==> src/rtl/assoc_cache.sv <==
// N-way set-associative write-through cache with round-robin replacement.
// Define ASSOC_CACHE_STATS_EN to add saturating hit_count/miss_count outputs.
module assoc_cache #(
    parameter int LOG_NUM_SETS   = 2,
    parameter int LOG_NUM_WAYS   = 1,
    parameter int LOG_NUM_BLOCKS = 1,
    parameter int DATA_WIDTH     = 32,
    parameter int ADDR_WIDTH     = 8
) (
    input  logic                  clk,
    input  logic                  rst,
    input  logic                  req_valid,
    output logic                  req_ready,
    input  logic                  req_write,
    input  logic [ADDR_WIDTH-1:0] req_addr,
    input  logic [DATA_WIDTH-1:0] req_wdata,
    output logic                  resp_valid,
    output logic [DATA_WIDTH-1:0] resp_rdata,
    output logic                  resp_hit,
    output logic                  mem_req_valid,
    input  logic                  mem_req_ready,
    output logic                  mem_req_write,
    output logic [ADDR_WIDTH-1:0] mem_req_addr,
    output logic [DATA_WIDTH-1:0] mem_req_wdata,
    input  logic                  mem_resp_valid,
    input  logic [DATA_WIDTH-1:0] mem_resp_rdata
`ifdef ASSOC_CACHE_STATS_EN
    ,
    output logic [31:0]           hit_count,
    output logic [31:0]           miss_count
`endif
);

    localparam int NUM_SETS   = 1 << LOG_NUM_SETS;
    localparam int NUM_WAYS   = 1 << LOG_NUM_WAYS;
    localparam int NUM_BLOCKS = 1 << LOG_NUM_BLOCKS;
    localparam int TAG_W      = ADDR_WIDTH - LOG_NUM_SETS - LOG_NUM_BLOCKS;

    typedef enum logic [2:0] {
        IDLE,
        LOOKUP,
        FILL_REQ,
        FILL_WAIT,
        WRITE,
        RESP
    } state_t;

    state_t state_q, state_d;

    logic [ADDR_WIDTH-1:0]     addr_q;
    logic [DATA_WIDTH-1:0]     wdata_q;
    logic                      write_q;
    logic                      hit_q;
    logic [LOG_NUM_WAYS-1:0]   way_q;
    logic                      evict_q;
    logic [LOG_NUM_BLOCKS-1:0] cnt_q;
    logic [DATA_WIDTH-1:0]     rdata_q;

    logic [NUM_WAYS-1:0]       valid_q [NUM_SETS];
    logic [LOG_NUM_WAYS-1:0]   rr_q    [NUM_SETS];
    logic [TAG_W-1:0]          tag_q   [NUM_SETS][NUM_WAYS];
    logic [DATA_WIDTH-1:0]     data_q  [NUM_SETS][NUM_WAYS][NUM_BLOCKS];

    logic [TAG_W-1:0]          tag_s;
    logic [LOG_NUM_SETS-1:0]   set_s;
    logic [LOG_NUM_BLOCKS-1:0] off_s;

    assign tag_s = addr_q[ADDR_WIDTH-1 -: TAG_W];
    assign set_s = addr_q[LOG_NUM_BLOCKS +: LOG_NUM_SETS];
    assign off_s = addr_q[LOG_NUM_BLOCKS-1:0];

    logic                    hit;
    logic [LOG_NUM_WAYS-1:0] hit_way;
    logic                    inv_found;
    logic [LOG_NUM_WAYS-1:0] victim;
    logic                    cnt_last;

    assign cnt_last = (cnt_q == LOG_NUM_BLOCKS'(NUM_BLOCKS - 1));

    always_comb begin
        hit     = 1'b0;
        hit_way = '0;
        for (int w = 0; w < NUM_WAYS; w++) begin
            if (valid_q[set_s][w] && tag_q[set_s][w] == tag_s) begin
                hit     = 1'b1;
                hit_way = LOG_NUM_WAYS'(w);
            end
        end
    end

    // Descending scan so the lowest-index invalid way wins.
    always_comb begin
        inv_found = 1'b0;
        victim    = rr_q[set_s];
        for (int w = NUM_WAYS - 1; w >= 0; w--) begin
            if (!valid_q[set_s][w]) begin
                inv_found = 1'b1;
                victim    = LOG_NUM_WAYS'(w);
            end
        end
    end

    always_comb begin
        state_d       = state_q;
        req_ready     = 1'b0;
        resp_valid    = 1'b0;
        resp_rdata    = '0;
        resp_hit      = 1'b0;
        mem_req_valid = 1'b0;
        mem_req_write = 1'b0;
        mem_req_addr  = '0;
        mem_req_wdata = '0;
        unique case (state_q)
            IDLE: begin
                req_ready = 1'b1;
                if (req_valid) state_d = LOOKUP;
            end
            LOOKUP: begin
                if (write_q)  state_d = WRITE;
                else if (hit) state_d = RESP;
                else          state_d = FILL_REQ;
            end
            FILL_REQ: begin
                mem_req_valid = 1'b1;
                mem_req_addr  = {tag_s, set_s, cnt_q};
                if (mem_req_ready) state_d = FILL_WAIT;
            end
            FILL_WAIT: begin
                if (mem_resp_valid) state_d = cnt_last ? RESP : FILL_REQ;
            end
            WRITE: begin
                mem_req_valid = 1'b1;
                mem_req_write = 1'b1;
                mem_req_addr  = addr_q;
                mem_req_wdata = wdata_q;
                if (mem_req_ready) state_d = RESP;
            end
            RESP: begin
                resp_valid = 1'b1;
                resp_rdata = rdata_q;
                resp_hit   = hit_q;
                state_d    = IDLE;
            end
            default: state_d = IDLE;
        endcase
    end

    always_ff @(posedge clk) begin
        if (rst) begin
            state_q <= IDLE;
            addr_q  <= '0;
            wdata_q <= '0;
            write_q <= 1'b0;
            hit_q   <= 1'b0;
            way_q   <= '0;
            evict_q <= 1'b0;
            cnt_q   <= '0;
            rdata_q <= '0;
            for (int s = 0; s < NUM_SETS; s++) begin
                valid_q[s] <= '0;
                rr_q[s]    <= '0;
            end
        end else begin
            state_q <= state_d;
            unique case (state_q)
                IDLE: begin
                    if (req_valid) begin
                        addr_q  <= req_addr;
                        wdata_q <= req_wdata;
                        write_q <= req_write;
                    end
                end
                LOOKUP: begin
                    hit_q   <= hit;
                    rdata_q <= '0;
                    if (!write_q && hit) begin
                        rdata_q <= data_q[set_s][hit_way][off_s];
                    end
                    if (!write_q && !hit) begin
                        way_q                  <= victim;
                        evict_q                <= !inv_found;
                        valid_q[set_s][victim] <= 1'b0;
                        cnt_q                  <= '0;
                    end
                end
                FILL_WAIT: begin
                    if (mem_resp_valid) begin
                        if (cnt_q == off_s) rdata_q <= mem_resp_rdata;
                        if (cnt_last) begin
                            valid_q[set_s][way_q] <= 1'b1;
                            if (evict_q) rr_q[set_s] <= rr_q[set_s] + 1'b1;
                        end else begin
                            cnt_q <= cnt_q + 1'b1;
                        end
                    end
                end
                default: ;
            endcase
        end
    end

    // Tag and data storage carry no reset; validity is tracked separately.
    always_ff @(posedge clk) begin
        if (!rst && state_q == LOOKUP) begin
            if (!write_q && !hit) tag_q[set_s][victim] <= tag_s;
            if (write_q && hit) data_q[set_s][hit_way][off_s] <= wdata_q;
        end
        if (!rst && state_q == FILL_WAIT && mem_resp_valid) begin
            data_q[set_s][way_q][cnt_q] <= mem_resp_rdata;
        end
    end

`ifdef ASSOC_CACHE_STATS_EN
    always_ff @(posedge clk) begin
        if (rst) begin
            hit_count  <= '0;
            miss_count <= '0;
        end else if (state_q == RESP) begin
            if (hit_q) begin
                if (hit_count != '1) hit_count <= hit_count + 1'b1;
            end else begin
                if (miss_count != '1) miss_count <= miss_count + 1'b1;
            end
        end
    end
`endif

endmodule

==> config.mk <==
export PLATFORM = sky130hd
export DESIGN_NAME = assoc_cache
export DESIGN_NICKNAME = d
export VERILOG_FILES = /design/src/rtl/assoc_cache.sv
export SDC_FILE = /design/constraint.sdc
export NUM_CORES = 1
export LEC_CHECK = 0
export ABC_CLOCK_PERIOD_IN_PS = 5200
export CAP_MARGIN = 0
export CELL_PAD_IN_SITES_DETAIL_PLACEMENT = 0
export CELL_PAD_IN_SITES_GLOBAL_PLACEMENT = 1
export CORE_MARGIN = 2
export CORE_UTILIZATION = 51
export CTS_CLUSTER_SIZE = 20
export DETAILED_ROUTE_END_ITERATION = 10
export PLACE_DENSITY = 0.82
export SLEW_MARGIN = 10
export SYNTH_ARGS = -nofsm -noshare
export SYNTH_HDL_FRONTEND = slang
export SYNTH_SLANG_ARGS = --single-unit
==> constraint.sdc <==
create_clock -name clk -period 5.2 [get_ports clk]
set_clock_uncertainty 0.1 [all_clocks]
set_input_delay 0.52 -clock clk [delete_from_list [all_inputs] [get_ports clk]]
set_output_delay 0.52 -clock clk [all_outputs]
set_load 0.05 [all_outputs]
==> results.md <==
Critical path:
- STA classifies the critical path endpoint as an output port.
- The cell with the largest stage delay on the worst path is sky130_fd_sc_hd__clkdlybuf4s50_1.
- In this design, the stage delay of the slowest critical-path cell is 0.82 ns.
- The endpoint identified for the worst register-to-register timing path is rdata_q[1].
- In this run the register-to-register setup slack is 1.38 ns.
- The worst endpoint data arrival time is 3.65 ns.
- The number of cells traversed by the worst register-to-register path is 7.
- The critical path starts at state_q[1].
- Broken down by cell family, the worst path's largest delay share belongs to buffers and inverters.
- The launching element type of the critical path is a register.
- The setup path with the least slack is of type register to output port.
- The critical path goes through inv_1 -> and3_1 -> buf_4 -> and2_1 -> clkdlybuf4s50_1.
- The required time of the critical path is 4.58 ns.
- Counting both buffers and inverters, the worst setup path holds a total of 3.
- Along the worst path, the maximum fanout reaches 24.

Final layout:
- After the last flow step, the layout net total stands at 1,840.
- Cells with a size suffix above 1 make up 24.14% of the layout.
- The area growth from synthesis to layout is 17.35%.
- 0 antenna diodes ended up in the layout.
- The library cell used most frequently in the layout, excluding fill and tap cells, is sky130_fd_sc_hd__edfxtp_1.
- In the layout the commonest cells are 564 x sky130_fd_sc_hd__edfxtp_1, 226 x sky130_fd_sc_hd__nand2_1, 171 x sky130_fd_sc_hd__mux4_2.
- Once layout is complete, the utilization of the core stands at 60.32%.

Floorplanning:
- The horizontal extent of the die is 233.7 um.
- The overall die area is 54,610 sq um.
- The overall die height is 233.7 um.
- In this run the core area contains 84 standard-cell rows.
- For this configuration, the core starts out at a cell density of 51.41%.
- The boundary pin count is 155.
- After floorplanning, the core was sized to cover 52,340 sq um.

Power and ir drop:
- The total design power is 11,670 uW.
- VDD sags by at most 0.0002254 V.
- The leakage dissipation is 0.01046 uW.
- Dividing total power by cell area gives a power density of 369.7 nW/um^2.

STA:
- Headroom to the max-slew limit came out at 27.11%.
- Setup repair after global routing left no endpoint under its margin.
- The number of pins exceeding their max-slew limit in the final report is 0.
- The highest attainable clock frequency is 234.4 MHz.
- Setup violations remaining at the end of the flow were counted as 0.
- The hold violation total from the final report is 0.
- After routing, the total negative slack on setup checks comes to 0 ns.
- At the pin with the least slew margin, the transition time is 1.091 ns.
- The final critical delay including setup and external delays is 4.266 ns.
- The ratio of final minimum period to clock period is 82.04%.

Drt:
- Detailed routing inserted a total of 15,250 vias.
- The routed design has 66,560 um of wire.
- In this run, the number of DRC markers left after iteration 0 of detailed routing was 1,607.
- The detail route stage leaves a number of antenna-violating nets equal to 0.
- The detailed-route vias per instance is 6.103.
- The pre-antenna-repair detailed-routing pass consisted of 5 iterations.
- The detailed-route DRC error count is 0.
- After detailed routing, the average wire length per cell comes to 26.64 um.

Synthesis:
- In the synthesized netlist the async set-or-reset flop fraction comes to 0%.
- The dominant register cell in the synthesized netlist is sky130_fd_sc_hd__edfxtp_1.
- The synthesized design devotes to its leading area cell type 62.95% of total area.
- The net count of the mapped netlist is 1,679.
- The synthesized area per cell is 16.81 sq um.
- The flop and latch count out of synthesis is 646.
- In the synthesized netlist, mux cells make up 18.63% of the area.
- The count of mapped cells out of synthesis is 1,601.
- The dominant combinational cell family by area after synthesis is multiplexers.
- After Yosys synthesis, and, or, nand and nor cells account for 7.003% of the synthesized area.
- The synthesized netlist devotes 3.167% of its cell area to compound gates.
- Yosys mapped a number of flops with a built-in enable equal to 564.
- Of the total synthesized cell area, the portion taken by full adders, half adders and majority gates is 0%.
- The sequential cell area fraction in the yosys report is 69.05%.
- During synthesis, Yosys emitted a total of 0 warnings.
- The largest total area in the synthesized netlist belongs to sky130_fd_sc_hd__edfxtp_1.
- The area share of xor/xnor cells in the synthesized design is 0.3255%.
- The netlist uses 45 different library cells.
- The post-synthesis instance area is 26,910 sq um.
- By area the synthesized netlist is led by sky130_fd_sc_hd__edfxtp_1 63%, sky130_fd_sc_hd__mux4_2 14%, sky130_fd_sc_hd__dfxtp_1 6.1%.

CTS:
- The clock reaches the later pin of the worst-skew pair after 0.59 ns.
- The clock net in this run drives a total of 646 sinks.
- The buffer type at the clock tree root is sky130_fd_sc_hd__clkbuf_16.
- In this run the deepest clock path goes through 3 buffers.
- The clock input transition at the sequential cells of the worst setup and hold paths is 0.06 ns.
- The H-tree generated during clock tree synthesis spans 3 levels.
- The number of buffers created by CTS is 69.
- The number of gates resized after cts is 0.
- The number of buffers inserted by post-CTS setup repair is 0.
- The CTS tree is yes.
- The number of buffers inserted by hold repair at cts is 0.

Run status:
- The flow ran to the end, and the final reports show no timing, DRC or antenna violations.

Run:
- The tool flagged a number of max-cap violations equal to 0.

Worst hold path:
- The number of stages on the worst hold path is 2.
- The hold-critical path endpoint is way_q.
- The path class of the tightest hold or removal check is primary input to register.
- In this run the most critical hold path is launched from rst.

Global route:
- The via count of the first global-routing pass came to 15,370.
- After global routing the overflow that remains totals 0.
- The first global-routing pass estimated 98,680 um of wire.
- The initial antenna violation count is 0.
- The global-route usage over all layers is 24.97%.
- Entering global routing, the biggest net connects 56 pins.

Placed design:
- Buffers placed on the I/O ports in this run total 154.
- Summed over all nets, the half-perimeter wirelength after detailed placement is 39,970 um.
- The final RePlAce weighted congestion is 0.7813.
area by class of cell:
class | count | area [sq um]
Fill cell | 3834 | 20770
Sequential cell | 646 | 18590
Multi-Input combinational cell | 843 | 7989
Clock inverter | 25 | 210.2
Tap cell | 688 | 860.8
Inverter | 9 | 33.78
Clock buffer | 94 | 1946
Timing Repair Buffer | 193 | 1944
power breakdown:
group / total, uW / switching (uW) / internal (uW) / leakage (uW)
sequential: 5920 / 155 / 5770 / 0.00587
clock: 4680 / 1910 / 2770 / 0.00106
combinational: 1070 / 601 / 473 / 0.00353
through the flow:
stage	cell area, sq um	instances	setup slack [ns]	hold WS (ns)
after global placement	29420	2379	1.362	0.3892
after detailed placement	29420	2379	1.343	0.3987
after global routing	31570	2498	0.8201	0.3463
after CTS	31570	2498	0.9269	0.3164
final	31570	2498	0.9339	0.3369
after floorplan	26910	1601	1.272	0.3725
worst register-to-register path: stages (launching register included):
cell and delay, ns:
sky130_fd_sc_hd__dfxtp_4 0.70, sky130_fd_sc_hd__mux4_2 0.59, sky130_fd_sc_hd__xnor2_1 0.17, sky130_fd_sc_hd__nand4_1 0.19, sky130_fd_sc_hd__nor2_4 0.88, sky130_fd_sc_hd__buf_12 0.35
sky130_fd_sc_hd__mux4_2 0.57, sky130_fd_sc_hd__a21o_1 0.19
cell usage after synthesis (4+ instances only):
cell type                  number
sky130_fd_sc_hd__a21o_1        32
sky130_fd_sc_hd__a21oi_1       81
sky130_fd_sc_hd__a31oi_1        5
sky130_fd_sc_hd__and2_1        72
sky130_fd_sc_hd__buf_1         13
sky130_fd_sc_hd__buf_2         10
sky130_fd_sc_hd__buf_4          4
sky130_fd_sc_hd__clkbuf_1      72
sky130_fd_sc_hd__dfxtp_1       82
sky130_fd_sc_hd__edfxtp_1     564
sky130_fd_sc_hd__inv_1          7
sky130_fd_sc_hd__mux2_2        97
sky130_fd_sc_hd__mux2i_1        7
sky130_fd_sc_hd__mux4_2       171
sky130_fd_sc_hd__nand2_1      228
sky130_fd_sc_hd__nand2b_1       5
sky130_fd_sc_hd__nand3_1       36
sky130_fd_sc_hd__nor2_1        39
sky130_fd_sc_hd__nor2b_1        7
sky130_fd_sc_hd__nor3_1         9
sky130_fd_sc_hd__nor4_1         5
sky130_fd_sc_hd__o21ai_0       16
sky130_fd_sc_hd__xnor2_1       10
worst max path at each step:
stage          cells past startpoint              to  slack (ns)
2_1_floorplan                      8  data_q[1][100]        1.27
3_3_place_gp                       7     rdata_q[11]        1.36
3_5_place_dp                       7      rdata_q[1]        1.34
4_1_cts                            5  resp_rdata[16]        0.93
5_1_grt                            5  resp_rdata[16]        0.82
6_report                           5  resp_rdata[16]        0.93
registers in the layout, summed over array words and instances, names as in the netlist, named ones only:
signal    flops
data_q      512
write_q       1
addr_q        8
tag_q        40
rr_q          4
evict_q       1
state_q       3
cnt_last      1
valid_q       8
rdata_q      32
hit_q         1
wdata_q      32
way_q         1
routing by layer:
| metal | part of all wire, % | global-route usage (%) | routed length, um |
|---|---|---|---|
| met1 | 41 | 34.96 | 27340 |
| met2 | 49 | 40.76 | 32470 |
| met3 | 8.2 | 4.480 | 5491 |
| met4 | 1.9 | 6.646 | 1252 |
| met5 | 0 | 0 | 0 |
cells by family after synthesis:
kind of cell | Yosys count
AO/OA/AOI/OAI | 145
XOR/XNOR | 10
buffers and inverters | 112
flip-flops | 646
multiplexers | 275
AND/OR/NAND/NOR | 413
Power figures use the tool's default switching activity.
